File: src/rtl/uart_pkg.sv
// Shared UART definitions: data width, arbiter state encoding, counter sizing.
package uart_pkg;

  localparam int DATA_W = 8;

  typedef enum logic {
    ARB_IDLE   = 1'b0,
    ARB_LOCKED = 1'b1
  } arb_state_t;

  // Bits needed to count 0..maxv inclusive; at least one bit so a
  // disabled limit (maxv == 0) still yields a legal vector.
  function automatic int cnt_w(input int maxv);
    return (maxv < 1) ? 1 : $clog2(maxv + 1);
  endfunction

endpackage

File: src/rtl/rr_pick.sv
// Round-robin picker: first set request strictly after 'last', wrapping.
// Purely combinational so it can be dropped into other bus arbiters.
module rr_pick #(
  parameter int N = 4,
  parameter int W = $clog2(N)
) (
  input  logic [N-1:0] req,
  input  logic [W-1:0] last,
  output logic         any,
  output logic [W-1:0] idx
);

  logic [2*N-1:0] dbl;
  logic [N-1:0]   rot;
  logic [W:0]     off;
  logic [W:0]     sum;

  // Rotate so bit 0 is the requester right after 'last', then priority-encode.
  always_comb begin
    any = |req;
    dbl = {req, req} >> last;
    rot = dbl[N:1];
    off = '0;
    for (int i = N - 1; i >= 0; i--) begin
      if (rot[i]) off = (W+1)'(i);
    end
    sum = {1'b0, last} + off + (W+1)'(1);
    if (sum >= (W+1)'(N)) sum = sum - (W+1)'(N);
    idx = sum[W-1:0];
  end

endmodule

File: src/rtl/uart_tx_arbiter.sv
// Packet-level round-robin arbiter sharing one uart_tx among NumReq
// byte-stream requesters. The winner is muxed straight onto tx_* while
// locked; a grant ends on a last byte, the burst limit, or idle timeout.
module uart_tx_arbiter
  import uart_pkg::*;
#(
  parameter int NumReq      = 4,
  parameter int MaxBurst    = 16,
  parameter int IdleTimeout = 64,
  localparam int GW         = $clog2(NumReq)
) (
  input  logic                           clk,
  input  logic                           rst,
  input  logic [NumReq-1:0][DATA_W-1:0]  req_data,
  input  logic [NumReq-1:0]              req_valid,
  input  logic [NumReq-1:0]              req_last,
  output logic [NumReq-1:0]              req_ready,
  output logic [DATA_W-1:0]              tx_data,
  output logic                           tx_valid,
  input  logic                           tx_ready,
  output logic [GW-1:0]                  grant_id,
  output logic                           busy
);

  localparam int BW = cnt_w(MaxBurst);
  localparam int IW = cnt_w(IdleTimeout);

  arb_state_t  state;
  logic [GW-1:0] last_grant;
  logic [BW-1:0] burst_cnt;
  logic [IW-1:0] idle_cnt;

  logic          pick_any;
  logic [GW-1:0] pick_idx;
  logic          locked;
  logic          g_valid;
  logic          xfer;
  logic          rel_last;
  logic          rel_burst;
  logic          rel_idle;
  logic          release_now;

  rr_pick #(.N(NumReq), .W(GW)) u_pick (
    .req  (req_valid),
    .last (last_grant),
    .any  (pick_any),
    .idx  (pick_idx)
  );

  // Winner passthrough and release conditions for the current cycle.
  always_comb begin
    locked    = (state == ARB_LOCKED);
    g_valid   = req_valid[grant_id];
    tx_valid  = 1'b0;
    tx_data   = '0;
    req_ready = '0;
    if (locked) begin
      tx_valid            = g_valid;
      tx_data             = req_data[grant_id];
      req_ready[grant_id] = tx_ready;
    end
    xfer      = tx_valid && tx_ready;
    rel_last  = xfer && req_last[grant_id];
    rel_burst = xfer && (MaxBurst != 0) && (int'(burst_cnt) + 1 == MaxBurst);
    // Only counts while the owner is not presenting, so never drops a held byte.
    rel_idle  = locked && !g_valid && (IdleTimeout != 0) &&
                (int'(idle_cnt) + 1 == IdleTimeout);
    release_now = rel_last || rel_burst || rel_idle;
  end

  // Grant FSM with burst/idle bookkeeping; counters saturate rather than wrap.
  always_ff @(posedge clk) begin
    if (rst) begin
      state      <= ARB_IDLE;
      busy       <= 1'b0;
      grant_id   <= '0;
      last_grant <= GW'(NumReq - 1);
      burst_cnt  <= '0;
      idle_cnt   <= '0;
    end else begin
      case (state)
        ARB_IDLE: begin
          if (pick_any) begin
            state     <= ARB_LOCKED;
            busy      <= 1'b1;
            grant_id  <= pick_idx;
            burst_cnt <= '0;
            idle_cnt  <= '0;
          end
        end
        ARB_LOCKED: begin
          if (xfer && burst_cnt != '1) burst_cnt <= burst_cnt + 1'b1;
          if (g_valid)                 idle_cnt  <= '0;
          else if (idle_cnt != '1)     idle_cnt  <= idle_cnt + 1'b1;
          if (release_now) begin
            state      <= ARB_IDLE;
            busy       <= 1'b0;
            last_grant <= grant_id;
          end
        end
        default: begin
          state <= ARB_IDLE;
          busy  <= 1'b0;
        end
      endcase
    end
  end

endmodule
File: config.mk
export PLATFORM = sky130hd
export DESIGN_NAME = uart_tx_arbiter
export DESIGN_NICKNAME = d
export VERILOG_FILES = /design/src/rtl/uart_pkg.sv /design/src/rtl/rr_pick.sv /design/src/rtl/uart_tx_arbiter.sv
export SDC_FILE = /design/constraint.sdc
export NUM_CORES = 1
export LEC_CHECK = 0
export ABC_AREA = 1
export CORE_MARGIN = 10
export CORE_UTILIZATION = 27
export DETAILED_ROUTE_END_ITERATION = 12
export GPL_TIMING_DRIVEN = 0
export SETUP_SLACK_MARGIN = 0.15
export SYNTH_ARGS = -nofsm -noshare
export SYNTH_HDL_FRONTEND = slang
export SYNTH_SLANG_ARGS = --single-unit
File: constraint.sdc
create_clock -name clk -period 3.25 [get_ports clk]
set_input_delay 0.325 -clock clk [delete_from_list [all_inputs] [get_ports clk]]
set_output_delay 0.325 -clock clk [all_outputs]
set_load 0.01 [all_outputs]
; ---- Word-level counts from Yosys, hierarchy flattened
; Index checks and enable logic that the tools add are counted.
[op_classes]
add_sub_neg = 7
n_lt_le_gt_ge = 3
eq_ne = 8
shift = 1
n_mux = 29
n_bitwise = 2
n_reduce_logical = 16
[ops]
columns = cell, n
row1 = $mux W7, 3
row2 = $bmux W8 S2, 1
row3 = $mux W8, 2
row4 = $pmux W7 S2, 1
row5 = $mux W2, 5
row6 = $mux W5, 2
row7 = $pmux W5 S2, 1
row8 = $reduce_and A2 Y1, 5
row9 = $add A7 B1 Y8 const B, 1
row10 = $eq A8 B7 Y1 const B, 1
row11 = $mux W1, 8
row12 = $shr A8 B2 Y5, 1
row13 = $add A7 B1 Y7 const B, 1
row14 = $logic_and A1 B1 Y1, 7
row15 = $ne A7 B7 Y1 const B, 1
row16 = $add A5 B1 Y6 const B, 1
row17 = $eq A6 B5 Y1 const B, 1
row18 = $add A5 B1 Y5 const B, 1
row19 = $ne A5 B5 Y1 const B, 1
row20 = $and A4 B4 Y4, 1
row21 = $bmux W1 S2, 2
row22 = $mux W4, 1
row23 = $ne A2 B1 Y1 const B, 2
row24 = $pmux W1 S2, 2
row25 = other kinds (13), 14
[totals]
ff_bits = 18
out_inout_bits = 16

; ---- Logic depth before layout (Yosys ltp)
[depth]
depth_word = 9
ltp_mapped = 13
depth_no_buf = 13

; ---- Hierarchy
; From an unflattened synthesis, not the netlist that was laid out.
[unflattened]
hier_cells = 242
hier_area_um2 = 1520.2
[modules_own_cells]
columns = module, n_inst, cells_per_inst, area_each_um2
row1 = uart_tx_arbiter, 1, 204, 1347.5
row2 = rr_pick, 1, 38, 172.7

; ---- Worst setup path after synthesis
; OpenSTA, ideal clock, no wires.
[synth_path]
path_kind = reg2reg
startpoint = register burst_cnt[0]
endpoint = register last_grant[0]
setup_time_ns = 0.126
t_arrival_ns = 1.469
slack_ns = 1.655
stages_incl_launch_ff = 11
n_path_buf = 0
synth_period_minus_slack_ns = 1.595
path_cell_list = dfxtp_1 -> ha_1 -> and3_1 -> ha_1 -> nand3_1 -> nor2_1 -> nand2_1 -> nand2_1 -> nand2_1 -> nand3_1 -> nand3_1
[synth_via]
elab_chain_len = 6
[synth_lines]
columns = element, line
row1 = start: declaration, uart_tx_arbiter.sv:30  ; logic [BW-1:0] burst_cnt;
row2 = start signal: assignment, uart_tx_arbiter.sv:92  ; if (xfer && burst_cnt != '1) burst_cnt <= burst_cnt + 1'b1;
row3 = $add A5 B1 Y6, uart_tx_arbiter.sv:64  ; rel_burst = xfer && (MaxBurst != 0) && (int'(burst_cnt) + 1 == MaxBurst);
row4 = $eq A6 B5 Y1, uart_tx_arbiter.sv:64
row5 = $logic_and A1 B1 Y1, uart_tx_arbiter.sv:64
row6 = $logic_or A1 B1 Y1 (2 in series), uart_tx_arbiter.sv:68  ; release_now = rel_last || rel_burst || rel_idle;
row7 = $reduce_and A2 Y1 (no line), --
row8 = end signal: assignment, uart_tx_arbiter.sv:77  ; last_grant <= GW'(NumReq - 1);
row9 = end signal: assignment, uart_tx_arbiter.sv:98  ; last_grant <= grant_id;
row10 = end: declaration, uart_tx_arbiter.sv:29  ; logic [GW-1:0] last_grant;
; No other way between the ends.
; A chain may end at the register's enable or synchronous reset.

; ---- Worst setup path after layout
[layout_path]
startpoint = register grant_id[1]
endpoint = output port tx_data[6]
[layout_via]
elab_chain_len = 3
[layout_lines]
columns = element, line
row1 = start: declaration, uart_tx_arbiter.sv:21  ; output logic [GW-1:0] grant_id,
row2 = start signal: assignment, uart_tx_arbiter.sv:86  ; grant_id <= pick_idx;
row3 = $bmux W8 S2, uart_tx_arbiter.sv:59  ; tx_data = req_data[grant_id];
row4 = $mux W8 (implied by the code), uart_tx_arbiter.sv:59
row5 = $mux W8, uart_tx_arbiter.sv:57  ; if (locked) begin
row6 = end: declaration, uart_tx_arbiter.sv:18  ; output logic [DATA_W-1:0] tx_data,
; No other way between the ends. The select of a mux whose other input is x is not followed.

==> results.md <==
- Outcome: finished, final reports clean
- HP Class: in2reg
- First-pass GRT wire length: 7510 um
- Die Y: 95.7 um
- Register-to-register setup slack: 1.49 ns
- CTS tree: done
- Pre-antenna DRT Iters: 4
- Sequential share of power: 0.347
- WL final: 4930 um
- Global placer's final weighted congestion: 0.772
- Post-Syn Instances: 248
- Pwr per Cell Area: 307 nW/um2
- RSZ-0062 raised after global routing: false
- Synth-to-layout area growth: 46.3%
- Final period utilization: 0.726
- Dpl cells: 377
- CP Max Fanout: 9
- Min-delay src: rst
- Clock Path Buffers: 2
- Syn. warnings: 0
- DR vias/cell: 4.52
- Final core utilization: 0.408
- Worst slew pin tran: 0.506 ns
- Max-cap violations: 0
- Post-synthesis instance area: 1550 um2
- Final Skew: 0.00180 ns
- Cts hold-fix bufs: 0
- Leak pwr: 0.000979 uW
- CP required: 2.92 ns
- Placed cell area: 2210 um2
- Post-route ant nets: 0
- R2R depth: 10
- Layout cells sized above 1: 0.117
- Largest net degree at the start of global routing: 11
- CP Launch Type: register
- Top Ports: 59
- Root Buffer Master: clkbuf_8
- Clock power frac: 0.271
- Part of the Yosys area used for sequential elements: 0.233
- Mapped Nets: 297
- Post-cts sizing count: 0
- Max-slew violations: 0
- Setup_tns: 0 ns
- Worst skew pair latency: 0.25 ns
- Die area: 9150 um2
- Critical path class: reg2out
- Finished layout cell area: 2260 um2
- Library cells used by synthesis: 30
- Routed via count: 1721
- Cts bufs inserted: 3
- Min Tclk post-route: 2.36 ns
- Mean post-synth cell area: 6.24 um2
- Max H-tree Level: 1
- DRC: 0
- WL/cell: 12.9 um
- Starting DRC count in detailed routing: 78
- Overflow after GRT: 0
- Ant. Diodes: 0
- Net count reported at finish: 359
- Hold WS: 0.484 ns
- Initial Utilization: 0.279
- Number of antenna violations at the first check in global routing: 0
- Fin cells: 381
- Worst r2r src: burst_cnt[0]
- CTS sink count: 18
- Die X: 95.7 um
- Combinational share of power: 0.383
- Via count of the first global-routing pass: 1529
- Sw Ratio: 0.325
- Int Pwr: 469 uW
- Switching Power: 226 uW
- Setup bufs post-CTS: 0
- Max VDD drop: 0.146 mV
- Max Clk Rate: 424 MHz
- Yosys reg bits: 18
- Crit Reg-Reg Endpoint: locked
- # setup viols final: 0
- Hold endpoint: idle_cnt[6]
- Slew Limit Headroom: 0.663
- Worst-path clk slew: 0.07 ns
- Number of buffers added on ports: 57
- Crit end category: output pin
- Worst EP arrival: 2.04 ns
- GRT Util Overall: 0.100
- WHS Path Cells: 2
- Endpoints failing hold: 0
- HPWL Detailed: 3960 um
- Std cell rows: 27
- Core region area: 5540 um2
==> sequential cells by signal, indices dropped and copies added (netlist names) <==
register,flops
locked,1
burst_cnt,5
idle_cnt,7
busy,1
last_grant,2
grant_id,2
==> power groups by stage <==
stage	combinational [uW]	sequential, uW	clock [uW]
5_1_grt	291	242	204
3_3_place_gp	267	246	0
2_1_floorplan	142	246	0
6_report	266	241	188
4_1_cts	269	241	199
3_5_place_dp	268	246	0
==> layout make-up <==
type / instances / area, um2
fillers: 598 / 3280
plain buffers: 6 / 41.3
inverters: 25 / 105
well taps: 72 / 90.1
clock buffers: 4 / 55.1
flip-flops and latches: 18 / 360
multi-input cells: 199 / 1040
repair buffers: 57 / 571
==> per-stage QoR <==
stage	power, uW	setup slack [ns]
finish	695	0.890
global placement	513	1.05
global route	737	0.810
CTS	709	0.898
floorplan	388	1.65
detailed placement	514	1.06
==> worst max-delay path, stage by stage, from the launching register on <==
cell and delay, ns:
dfxtp_1 0.32, buf_6 0.14, nor2_2 0.38, a22oi_1 0.16
a31oi_1 0.19, clkdlybuf4s50_1 0.58
==> cells by family after synthesis <==
group	Yosys count	share of synthesized area
buffers and inverters	31	0.0946
AND/OR/NAND/NOR	156	0.468
AO/OA/AOI/OAI	34	0.138
XOR/XNOR	3	0.0170
flip-flops	18	0.233
adder cells (fa/ha/maj)	6	0.0485
==> worst max-delay path by stage <==
stage / depth (start not counted) / slack, ns / end / from
floorplan: 10 / 1.65 / last_grant[0] / burst_cnt[0]
global placement: 8 / 1.05 / tx_valid / req_valid[0]
detailed placement: 8 / 1.06 / tx_valid / req_valid[3]
CTS: 5 / 0.90 / tx_data[6] / grant_id[1]
global route: 5 / 0.81 / tx_data[2] / grant_id[1]
finish: 5 / 0.89 / tx_data[6] / grant_id[1]
==> cell usage after synthesis <==
| cell | instances | share of area |
|---|---|---|
| buf_6 | 2 | 0.015 |
| inv_6 | 1 | 0.0057 |
| nor3_1 | 4 | 0.013 |
| nand3_4 | 1 | 0.011 |
| nand2_4 | 4 | 0.029 |
| and3_1 | 1 | 0.0040 |
| nand2_2 | 6 | 0.024 |
| a21boi_0 | 1 | 0.0049 |
| buf_2 | 3 | 0.0097 |
| xor2_1 | 3 | 0.017 |
| nand3_1 | 25 | 0.081 |
| clkinv_2 | 1 | 0.0032 |
| inv_2 | 3 | 0.0073 |
| nand2_1 | 78 | 0.19 |
| ha_1 | 6 | 0.049 |
| clkinv_1 | 1 | 0.0024 |
| inv_4 | 2 | 0.0081 |
| a31oi_1 | 8 | 0.032 |
| nor2_2 | 2 | 0.0081 |
| dfxtp_1 | 18 | 0.23 |
| nand3_2 | 1 | 0.0065 |
| o21ai_0 | 8 | 0.026 |
| nor2_4 | 3 | 0.022 |
| a21oi_2 | 3 | 0.017 |
| nor2_1 | 28 | 0.068 |
| clkbuf_1 | 1 | 0.0024 |
| a21oi_1 | 6 | 0.019 |
| a22oi_1 | 8 | 0.039 |
| inv_1 | 17 | 0.041 |
| nand4_1 | 3 | 0.012 |
==> layout by cell type (no fill, tap or decap), types with 6 or more instances in the layout <==
cell / Yosys / routed
dfxtp_1: 18 / 18
o21ai_0: 8 / 8
ha_1: 6 / 6
a21oi_1: 6 / 6
inv_1: 17 / 17
a22oi_1: 8 / 8
nand3_1: 25 / 25
nand2_2: 6 / 6
clkdlybuf4s50_1: 0 / 57
nand2_1: 78 / 78
nor2_1: 28 / 28
a31oi_1: 8 / 8
==> metal layers <==
| layer | routed length [um] | track usage |
|---|---|---|
| met5 | 0 | 0 |
| met1 | 2120 | 0.125 |
| met3 | 109 | 0.00943 |
| met4 | 52 | 0.0295 |
| met2 | 2650 | 0.177 |
No activity file was read; power rests on OpenSTA's default activity.
==> RTL change 1, RTL diff (config.mk and constraints unchanged) <==
Make the reset (`rst`) asynchronous in one clocked block.
--- a/src/rtl/uart_tx_arbiter.sv
+++ b/src/rtl/uart_tx_arbiter.sv
@@ -71,3 +71,3 @@
   // Grant FSM with burst/idle bookkeeping; counters saturate rather than wrap.
-  always_ff @(posedge clk) begin
+  always_ff @(posedge clk or posedge rst) begin
     if (rst) begin
Function: differs if rst is asserted again (counterexample within 4 cycles, from zero or initial values and one cycle with rst high); with rst held inactive, the same outputs for 10 cycles.
==> RTL change 1 against the original RTL <==
Routed wire length fell by 2.9%. Critical path type unchanged. Global-route usage rose by 0.16 points. Setup slack improved by 0.10 ns. Highest routed layer unchanged. Area after synthesis is 4.2% higher. Final area grew 3.5%. Die area rose by 3.3%. Sequential cell count unchanged.
Power is not compared: it rests on default switching activity, and its combinational part moved more than twofold at a synthesized area within 25%.
==> RTL change 1: results <==
[logic_synthesis]
synth_nets = 290
synth_common_cells = nand2_1, nand3_1, inv_1
synth_ff_type = dfrtp_1
synthDistinctLibCells = 27

[global_route]
grt_first_pass_wirelength_um = 8320
grt_pass1_vias = 1741
use_met3 = 0.0142
grt_use_total = 0.102

[place]
dpl_cell_area_mm2 = 0.00229
dp.cells = 374
gp_congestion = 0.865

[run_status]
status = finished clean

[critical_path]
crit_arrival_ns = 1.93
endpoint = tx_data[7]
r2r-start = burst_cnt[0]
rrSetupSlack_ns = 1.51

[timing]
finClkSkew_ns = 0.00448
holdWs_ns = 0.476
tightestPinTransition_ns = 0.688

[routing]
wl_met1_um = 2260
wl_um = 4790

[finish]
finalNetCount = 353
syn2layout_area_growth_pct = 45.3
num-fill-cells = 591

[worst_hold_path]
hp-class = input pin to asynchronous set/reset pin
RTL change 1: cells by family (layout without fill, tap and decap cells):
kind of cell               count (synthesis)  after routing  synth area share
and+or+nand+nor                          145            145             0.429
buffers and inverters                     39            101             0.106
adders and majority gates                  6              6            0.0466
AOI/OAI and AO/OA                         31             31             0.127
xor gates and xnor gates                   2              2            0.0109
DFF                                       18             18             0.281
RTL change 1: cell type report:
cell class              count  area (um^2)  share of cell area
multi-input cells         184          987               0.422
repair buffers             58          581               0.248
flip-flops and latches     18          453               0.193
inverters                  32          120              0.0513
well taps                  75         93.8              0.0401
clock buffers               4         55.1              0.0235
plain buffers               7         51.3              0.0219
RTL change 1: critical path, delay by kind of cell (launching register included):
family	cells	cell delay (ns)
AOI/OAI and AO/OA	1	0.17
DFF	1	0.38
buffers and inverters	3	1.04
and+or+nand+nor	1	0.10
==> RTL change 2, RTL diff (same settings) <==
Made on the original files. Set the parameter `IdleTimeout` to 32 (it was 64).
--- a/src/rtl/uart_tx_arbiter.sv
+++ b/src/rtl/uart_tx_arbiter.sv
@@ -8,3 +8,3 @@
   parameter int MaxBurst    = 16,
-  parameter int IdleTimeout = 64,
+  parameter int IdleTimeout = 32,
   localparam int GW         = $clog2(NumReq)
Check against the original RTL: same outputs for any inputs over 10 cycles, from zero or initial values and one cycle with rst high; that may be too few to reach the edited logic, so the function may still have changed.
==> RTL change 2 against the original RTL <==
Routed wire length fell by 2.6%. Fmax fell by 0.51%. Synthesized cell count did not move. Final area fell by 3.6%. Cell count fell by 0.52%. Setup slack got worse by 0.012 ns. Sequential cell count fell by 1. Sequential power fell by 5%. Area after synthesis fell by 4.4%. Power fell by 6.3%. Critical endpoint is now tx_data[3]. Largest power group unchanged. Highest routed layer is now met3.
==> RTL change 2: results <==
[logic_synthesis]
synth_common_cells = nand2_1, nand3_1, inv_1
ys_seq_area_frac = 0.230
synth_compound_area_frac = 0.120
synth_area_leaders = nand2_1, dfxtp_1, nand3_1, inv_1, nor2_1
synth-xor-area-share = 0.0119
synth_fa_ha_area_frac = 0.0508
synthDistinctLibCells = 27

[finish]
final_layout_size_suffix_gt1_frac = 0.0939
reg.largest.list = idle_cnt: 6 flops, burst_cnt: 5 flops
fin_cells = 379
num-fill-cells = 556

[critical_path]
r2r-end = last_grant[1]
endpoint = tx_data[3]
crit_fanout = 10
rr_worst_depth = 14

[routing]
wl_met3_um = 171
vias_per_cell = 4.47
wl_met1_um = 2050
dr.first_iter.drc_count = 40
wl_um = 4800
wl_met2_um = 2580

[pwr]
pg_clk_mw = 0.160
seqPwrFrac = 0.351
ir_worst_vdd_uv = 276
internal_power_mw = 0.436
leakagePower_nw = 0.968
p_sw_frac = 0.330

[global_route]
grt_pass1_vias = 1741
grt_first_pass_wirelength_um = 8160
grt.met2_usage = 0.218
use_met3 = 0.0256
grtUsageMet1 = 0.123
grt_use_total = 0.112

[place]
gp_congestion = 0.786
hpwl_um = 3910

[timing]
final.setup.worst_slack_ns = 0.878
finClkSkew_ns = 0.000440

[clocking]
cts_setup_buffers = 0

[worst_hold_path]
min_to = idle_cnt[3]

[run_status]
status = finished clean
## RTL change 2: changes by cell type in the layout (fill, tap and decap cells not counted), moves of 3 or more
cell | before | now
o21ai_0 | 8 | 3
a21oi_2 | 3 | 0
nand2_1 | 78 | 91
inv_1 | 17 | 22
nor2_1 | 28 | 21
a21oi_1 | 6 | 9
## RTL change 2: stage by stage
stage	utilization	hold slack, ns	cell area [um^2]
after floorplan	-	0.470	1480
after global placement	0.410	0.493	2140
after detailed placement	0.410	0.500	2140
after CTS	0.419	0.499	2180
after global routing	0.419	0.544	2180
final	0.419	0.474	2180
## RTL change 2: layout make-up
cell class	count	area, um^2	area share
repair buffers	57	571	0.262
clock buffers	4	45.0	0.0207
plain buffers	4	31.3	0.0143
multi-input cells	198	992	0.455
flip-flops and latches	17	340	0.156
inverters	29	114	0.0522
well taps	70	87.6	0.0402
